**src/rtl/clk_step_ctrl_if.sv**
```systemverilog
// Bus between the clock-enable controller and whoever drives its mode and debug controls.
// The master drives mode/div/step/halt; the slave (clk_step_ctrl) returns cpu_ce, ce_count and state.
interface clk_step_ctrl_if #(
  parameter int DIV_W = 21,
  parameter int CNT_W = 16
);
  logic [1:0]       mode;
  logic [DIV_W-1:0] div;
  logic             step_btn;
  logic             halt_req;
  logic             cpu_ce;
  logic [CNT_W-1:0] ce_count;
  logic [1:0]       state;

  modport master (
    output mode, div, step_btn, halt_req,
    input  cpu_ce, ce_count, state
  );

  modport slave (
    input  mode, div, step_btn, halt_req,
    output cpu_ce, ce_count, state
  );
endinterface

```
**src/rtl/clk_step_ctrl.sv**
```systemverilog
// CPU clock-enable controller: RUN / DIV / STEP / HALT modes producing a registered cpu_ce pulse.
// Optional macro STEP_DEBOUNCE_EN inserts a DEB_CYC-cycle debounce filter on the step button.
module clk_step_ctrl #(
  parameter int DIV_W   = 21,
  parameter int DEB_CYC = 16,
  parameter int CNT_W   = 16
) (
  input  logic           clk,
  input  logic           rst,
  clk_step_ctrl_if.slave bus
);

  typedef enum logic [1:0] {
    ST_RUN  = 2'b00,
    ST_DIV  = 2'b01,
    ST_STEP = 2'b10,
    ST_HALT = 2'b11
  } state_t;

  state_t           state_q, state_d;
  logic [DIV_W-1:0] div_cnt_q, div_cnt_d;
  logic [DIV_W-1:0] div_last;
  logic             step_pend_q, step_pend_d;
  logic             ce_q, ce_d;
  logic [CNT_W-1:0] ce_count_q, ce_count_d;
  logic             state_chg;
  logic             sync1_q, sync2_q;
  logic             step_rise;

  // A DEB_CYC below 2 cannot describe a filter; this named scope makes such a build easy to spot.
  if (DEB_CYC < 2) begin : g_deb_cyc_invalid
  end

  // ---------------------------------------------------------------------------
  // Step button: two-flop synchronizer, then (optionally) the debounce filter.
  // ---------------------------------------------------------------------------
  // NOTE: reset is synchronous here, so it lives inside the clocked branch rather than the sensitivity list.
  always_ff @(posedge clk) begin
    if (rst) begin
      sync1_q <= 1'b0;
      sync2_q <= 1'b0;
    end else begin
      // NOTE: non-blocking assignments make sync2_q take the old sync1_q, giving a true two-stage chain.
      sync1_q <= bus.step_btn;
      sync2_q <= sync1_q;
    end
  end

`ifdef STEP_DEBOUNCE_EN
  localparam int DEB_W = $clog2(DEB_CYC);
  localparam logic [DEB_W-1:0] DEB_LAST = DEB_W'(DEB_CYC - 1);

  logic [DEB_W-1:0] deb_cnt_q, deb_cnt_d;
  logic             level_q, level_d;

  always_comb begin
    // NOTE: every output gets a default first so no path through this block infers a latch.
    level_d   = level_q;
    deb_cnt_d = '0;
    if (sync2_q != level_q) begin
      if (deb_cnt_q == DEB_LAST) begin
        level_d = ~level_q;
      end else begin
        deb_cnt_d = deb_cnt_q + DEB_W'(1);
      end
    end
  end

  always_ff @(posedge clk) begin
    if (rst) begin
      deb_cnt_q <= '0;
      level_q   <= 1'b0;
    end else begin
      deb_cnt_q <= deb_cnt_d;
      level_q   <= level_d;
    end
  end

  assign step_rise = level_d & ~level_q;
`else
  // Without the filter the accepted level is the synchronized level itself.
  assign step_rise = sync1_q & ~sync2_q;
`endif

  // ---------------------------------------------------------------------------
  // Mode FSM and enable generation
  // ---------------------------------------------------------------------------
  assign div_last  = (bus.div <= DIV_W'(1)) ? '0 : bus.div - DIV_W'(1);
  assign state_chg = (state_d != state_q);

  always_comb begin
    state_d     = state_t'(bus.mode);
    div_cnt_d   = div_cnt_q;
    step_pend_d = step_pend_q | (step_rise && (state_q == ST_STEP));
    ce_d        = 1'b0;
    ce_count_d  = ce_count_q;

    if (bus.halt_req) begin
      state_d = ST_HALT;
    end

    case (state_q)
      ST_RUN: begin
        ce_d = 1'b1;
      end
      ST_DIV: begin
        // ">=" lets a mid-count shrink of div fire on the very next compare.
        if (div_cnt_q >= div_last) begin
          ce_d      = 1'b1;
          div_cnt_d = '0;
        end else begin
          div_cnt_d = div_cnt_q + DIV_W'(1);
        end
      end
      ST_STEP: begin
        if (step_pend_q) begin
          ce_d        = 1'b1;
          step_pend_d = step_rise;
        end
      end
      default: begin
        ce_d = 1'b0;
      end
    endcase

    if (state_chg) begin
      div_cnt_d   = '0;
      step_pend_d = 1'b0;
    end

    if (ce_d) begin
      ce_count_d = ce_count_q + CNT_W'(1);
    end
  end

  always_ff @(posedge clk) begin
    if (rst) begin
      state_q     <= ST_HALT;
      div_cnt_q   <= '0;
      step_pend_q <= 1'b0;
      ce_q        <= 1'b0;
      ce_count_q  <= '0;
    end else begin
      state_q     <= state_d;
      div_cnt_q   <= div_cnt_d;
      step_pend_q <= step_pend_d;
      ce_q        <= ce_d;
      ce_count_q  <= ce_count_d;
    end
  end

  assign bus.cpu_ce   = ce_q;
  assign bus.ce_count = ce_count_q;
  assign bus.state    = state_q;

endmodule

```
**src/flat_wrapper.sv**
```systemverilog
// flat-port wrapper written by rule: the top's interface ports become plain ports
module clk_step_ctrl_flat 
#(
  parameter int DIV_W   = 21,
  parameter int DEB_CYC = 16,
  parameter int CNT_W   = 16
)
  (clk, rst, bus_mode, bus_div, bus_step_btn, bus_halt_req, bus_cpu_ce, bus_ce_count, bus_state);
  clk_step_ctrl_if #(.DIV_W(DIV_W), .CNT_W(CNT_W)) bus_i ();
  input  logic clk;
  input  logic rst;
  input wire logic [$bits(bus_i.mode)-1:0] bus_mode;
  input wire logic [$bits(bus_i.div)-1:0] bus_div;
  input wire logic [$bits(bus_i.step_btn)-1:0] bus_step_btn;
  input wire logic [$bits(bus_i.halt_req)-1:0] bus_halt_req;
  output wire logic [$bits(bus_i.cpu_ce)-1:0] bus_cpu_ce;
  output wire logic [$bits(bus_i.ce_count)-1:0] bus_ce_count;
  output wire logic [$bits(bus_i.state)-1:0] bus_state;
  assign bus_i.mode = bus_mode;
  assign bus_i.div = bus_div;
  assign bus_i.step_btn = bus_step_btn;
  assign bus_i.halt_req = bus_halt_req;
  assign bus_cpu_ce = bus_i.cpu_ce;
  assign bus_ce_count = bus_i.ce_count;
  assign bus_state = bus_i.state;
  clk_step_ctrl #(.DIV_W(DIV_W), .DEB_CYC(DEB_CYC), .CNT_W(CNT_W)) u_core (.clk(clk), .rst(rst), .bus(bus_i));
endmodule
```
**config.mk**
```make
export PLATFORM = sky130hd
export DESIGN_NAME = clk_step_ctrl_flat
export DESIGN_NICKNAME = d
export VERILOG_FILES = /design/src/rtl/clk_step_ctrl_if.sv /design/src/rtl/clk_step_ctrl.sv /design/src/flat_wrapper.sv
export SDC_FILE = /design/constraint.sdc
export NUM_CORES = 1
export LEC_CHECK = 0
export CORE_UTILIZATION = 46
export DETAILED_ROUTE_END_ITERATION = 8
export PLACE_DENSITY = 0.72
export REMOVE_ABC_BUFFERS = 1
export SYNTH_ARGS = -nofsm -noshare
export SYNTH_HDL_FRONTEND = slang
export SYNTH_SLANG_ARGS = --single-unit
```
**constraint.sdc**
```tcl
create_clock -name clk -period 3.9 [get_ports clk]
set_input_delay 0.39 -clock clk [delete_from_list [all_inputs] [get_ports clk]]
set_output_delay 0.39 -clock clk [all_outputs]
set_load 0.005 [all_outputs]
```
==> qor.yml <==
run_status:
  status: "finished, violations left"
  violations: "design-rule violations"
global_route:
  largest_net_degree_at_the_start_of_global_routing: 39
  grt_pass1_vias: 2891
  grt_use_total_pct: 22.4
  grt.overflow.total: 0
  wire_length_of_the_first_global_routing_pass_um: 12900
  antenna_found_initial: 0
routing:
  route.detailed.vias_per_inst: 5.50
  violation_count_after_the_first_detailed_route_iteration: 120
  final_antenna_net_count: 0
  drtPass1Iterations: 7
  routed_wirelength_um: 7910
  route.vias.total: 2944
  drc: 7
  detail_route.wl_per_cell_um: 14.8
finish:
  flow.area_growth_from_synthesis_pct: 40.6
  finalInstanceArea_um2: 4340
  antennaDiodeCount: 0
  post_route_cells_drive_above_1_share_pct: 23.8
  layout_common_cells: "sky130_fd_sc_hd__dfxtp_1, sky130_fd_sc_hd__nand2_1, sky130_fd_sc_hd__clkdlybuf4s50_1, sky130_fd_sc_hd__buf_4, sky130_fd_sc_hd__nor2_1"
  finalNonFillerCells: 535
  finish.utilization_pct: 67.5
  commonest_non_fill_non_tap_cell_in_the_layout: "sky130_fd_sc_hd__dfxtp_1"
  layout.nets: 509
sta:
  timing.final.setup_violations: 0
  maxSlewViolCount: 0
  fin_ws_ps: 106
  final.setup.tns_ps: 0
  tightestPinTransition_ps: 693
  final_period_minus_worst_setup_slack_ps: 3790
  timing.max_slew.rel_slack_pct: 53.8
  fmax_mhz: 264
  final.period_utilization_pct: 97.3
  final.hold.worst_slack_ps: 471
  rsz0062_at_grt: "false"
  timing.clock.skew_ps: 3.05
  hold_viol: 0
placed_design:
  dpl.cell_count: 516
  port-buffer-count: 45
  detailed_place.area_um2: 3850
  dp.final_hpwl_um: 5310
  routabilityCongestion: 0.851
  dpl_worst_slack_ps: -442
synth:
  synth_edf_count: 0
  yosysSeqAreaShare_pct: 27.9
  syn-instance-count: 372
  yosys_register_bits: 43
  yosysUniqueCellTypes: 49
  synth_async_sr_flop_share_pct: 0
  syn-mean-instance-area_um2: 8.29
  ys_dominant_reg_cell: "sky130_fd_sc_hd__dfxtp_1"
  post_synth_instance_area_um2: 3090
  yosysWarningCount: 0
floorplan:
  width_of_the_chip_um: 83.9
  dieArea_um2: 7040
  die_height_um: 83.9
  rows: 29
  io_pins: 46
  start_util_pct: 48.0
  core_um2: 6420
cts:
  clock_path_buffers: 2
  tritoncts.num_buffers: 5
  ctsHtreeMaxLevel: 2
  hold_buffers: 0
  clock_sink_count: 43
  clock_latency_at_the_later_pin_of_the_worst_skew_pair_ps: 290
  tritoncts: "done"
  clkTransAtPathRegs_ps: 80
  clk_root_buffer_cell: "sky130_fd_sc_hd__clkbuf_8"
pwr:
  power.density_cell_area_nw_per_um2: 198
  p_total_mw: 0.857
  total_leakage_power_nw: 1.76
  vdd_drop_max_mv: 0.143
critical_path:
  setup.worst_path.class: "primary input to register"
  timing.critical_path.required_ps: 4080
  cp-end-kind: "register"
  worst_ep_arrival_time_ps: 3970
  critical_path_peak_fanout: 5
  crit_path_start_kind: "primary input"
flow_run:
  timing.max_cap.violations: 0
worst_hold_path:
  min_path_type: "register to register"
-- path summary, 6_finish.rpt --
check | slack [ps] | cells after the start | to | from
worst min-delay path | 470 | 1 | u_core.sync2_q$_SDFF_PP0_ | u_core.sync1_q$_SDFF_PP0_
worst max register to register | 1380 | 8 | u_core.bus.ce_count[0]$_SDFFE_PP0P_ | u_core.div_cnt_q[14]$_SDFFE_PP0N_
worst min register to register | 470 | 1 | u_core.sync2_q$_SDFF_PP0_ | u_core.sync1_q$_SDFF_PP0_
worst max-delay path | 110 | 16 | u_core.bus.ce_count[0]$_SDFFE_PP0P_ | bus_div[9]
-- kinds of logic after synthesis --
family                   after synthesis  share of synthesized area [%]
AO/OA/AOI/OAI                         49                           9.94
AND/OR/NAND/NOR                      183                           33.1
buffers and inverters                 21                           3.20
multiplexers                          16                           5.80
adder cells (fa/ha/maj)               25                           10.1
XOR/XNOR                              35                           9.94
flip-flops                            43                           27.9
-- flip-flops by register name, summed over array words and instances, names as in the netlist, named ones only --
name,flops
u_core.bus.ce_count,16
u_core.sync1_q,1
u_core.div_cnt_q,21
u_core.sync2_q,1
u_core.bus.cpu_ce,1
u_core.bus.state,2
-- critical path, cell delays in order --
cell and delay (ps):
sky130_fd_sc_hd__dlygate4sd2_1 250, sky130_fd_sc_hd__or4_4 560, sky130_fd_sc_hd__nor4_4 140, sky130_fd_sc_hd__buf_4 190
sky130_fd_sc_hd__nand3_4 100, sky130_fd_sc_hd__buf_6 140, sky130_fd_sc_hd__xnor2_2 140, sky130_fd_sc_hd__nand2_2 80
sky130_fd_sc_hd__ha_4 280, sky130_fd_sc_hd__nand4_1 160, sky130_fd_sc_hd__nor4_4 350, sky130_fd_sc_hd__nor4b_4 380
sky130_fd_sc_hd__a21boi_4 150, sky130_fd_sc_hd__buf_6 180, sky130_fd_sc_hd__a21boi_4 170, sky130_fd_sc_hd__mux2_4 310
-- area by class of cell --
class,instances,area [µm²]
Fill cell,523,2090
Clock inverter,1,5.00
Tap cell,77,96.3
Sequential cell,43,861
Clock buffer,7,76.3
Inverter,8,30.0
Multi-Input combinational cell,309,2430
Timing Repair Buffer,90,835
-- what timing repair did --
item | 4_1_cts | 5_1_grt
resized for setup | 39 | 28
gates cloned | 1 | 0
setup buffers | 6 | 4
setup endpoints to repair | 12 | 38
endpoints found under the hold margin | 0 | 0
pin swaps | 18 | 16
-- synthesized netlist by cell type, drive strengths merged, types with 3 or more instances --
cell | number | area (µm²)
a211oi | 3 | 22.5
a21boi | 3 | 30.0
a21oi | 25 | 136
and3 | 13 | 81.3
and4 | 6 | 52.6
buf | 6 | 42.5
clkbuf | 7 | 26.3
dfxtp | 43 | 861
ha | 25 | 313
inv | 8 | 30.0
mux2 | 15 | 169
nand2 | 39 | 146
nand2b | 5 | 31.3
nand3 | 18 | 90.1
nand4 | 10 | 68.8
nor2 | 30 | 113
nor2b | 21 | 131
nor3 | 25 | 136
nor4 | 5 | 67.6
o21ai | 9 | 45.0
or3 | 3 | 18.8
or4 | 3 | 30.0
xnor2 | 14 | 123
xor2 | 21 | 184
-- routing by layer --
metal  track usage, %  part of all wire [%]
met5                0                     0
met4             7.52                   1.2
met3             3.17                   4.0
met2             39.5                    52
met1             28.0                    43
-- report_power, final --
part           internal, mW  switching [mW]
Clock                 0.126           0.149
Combinational        0.0671          0.0707
Sequential            0.441         0.00284
Total                 0.634           0.223
(Power assumes the default switching activity.)
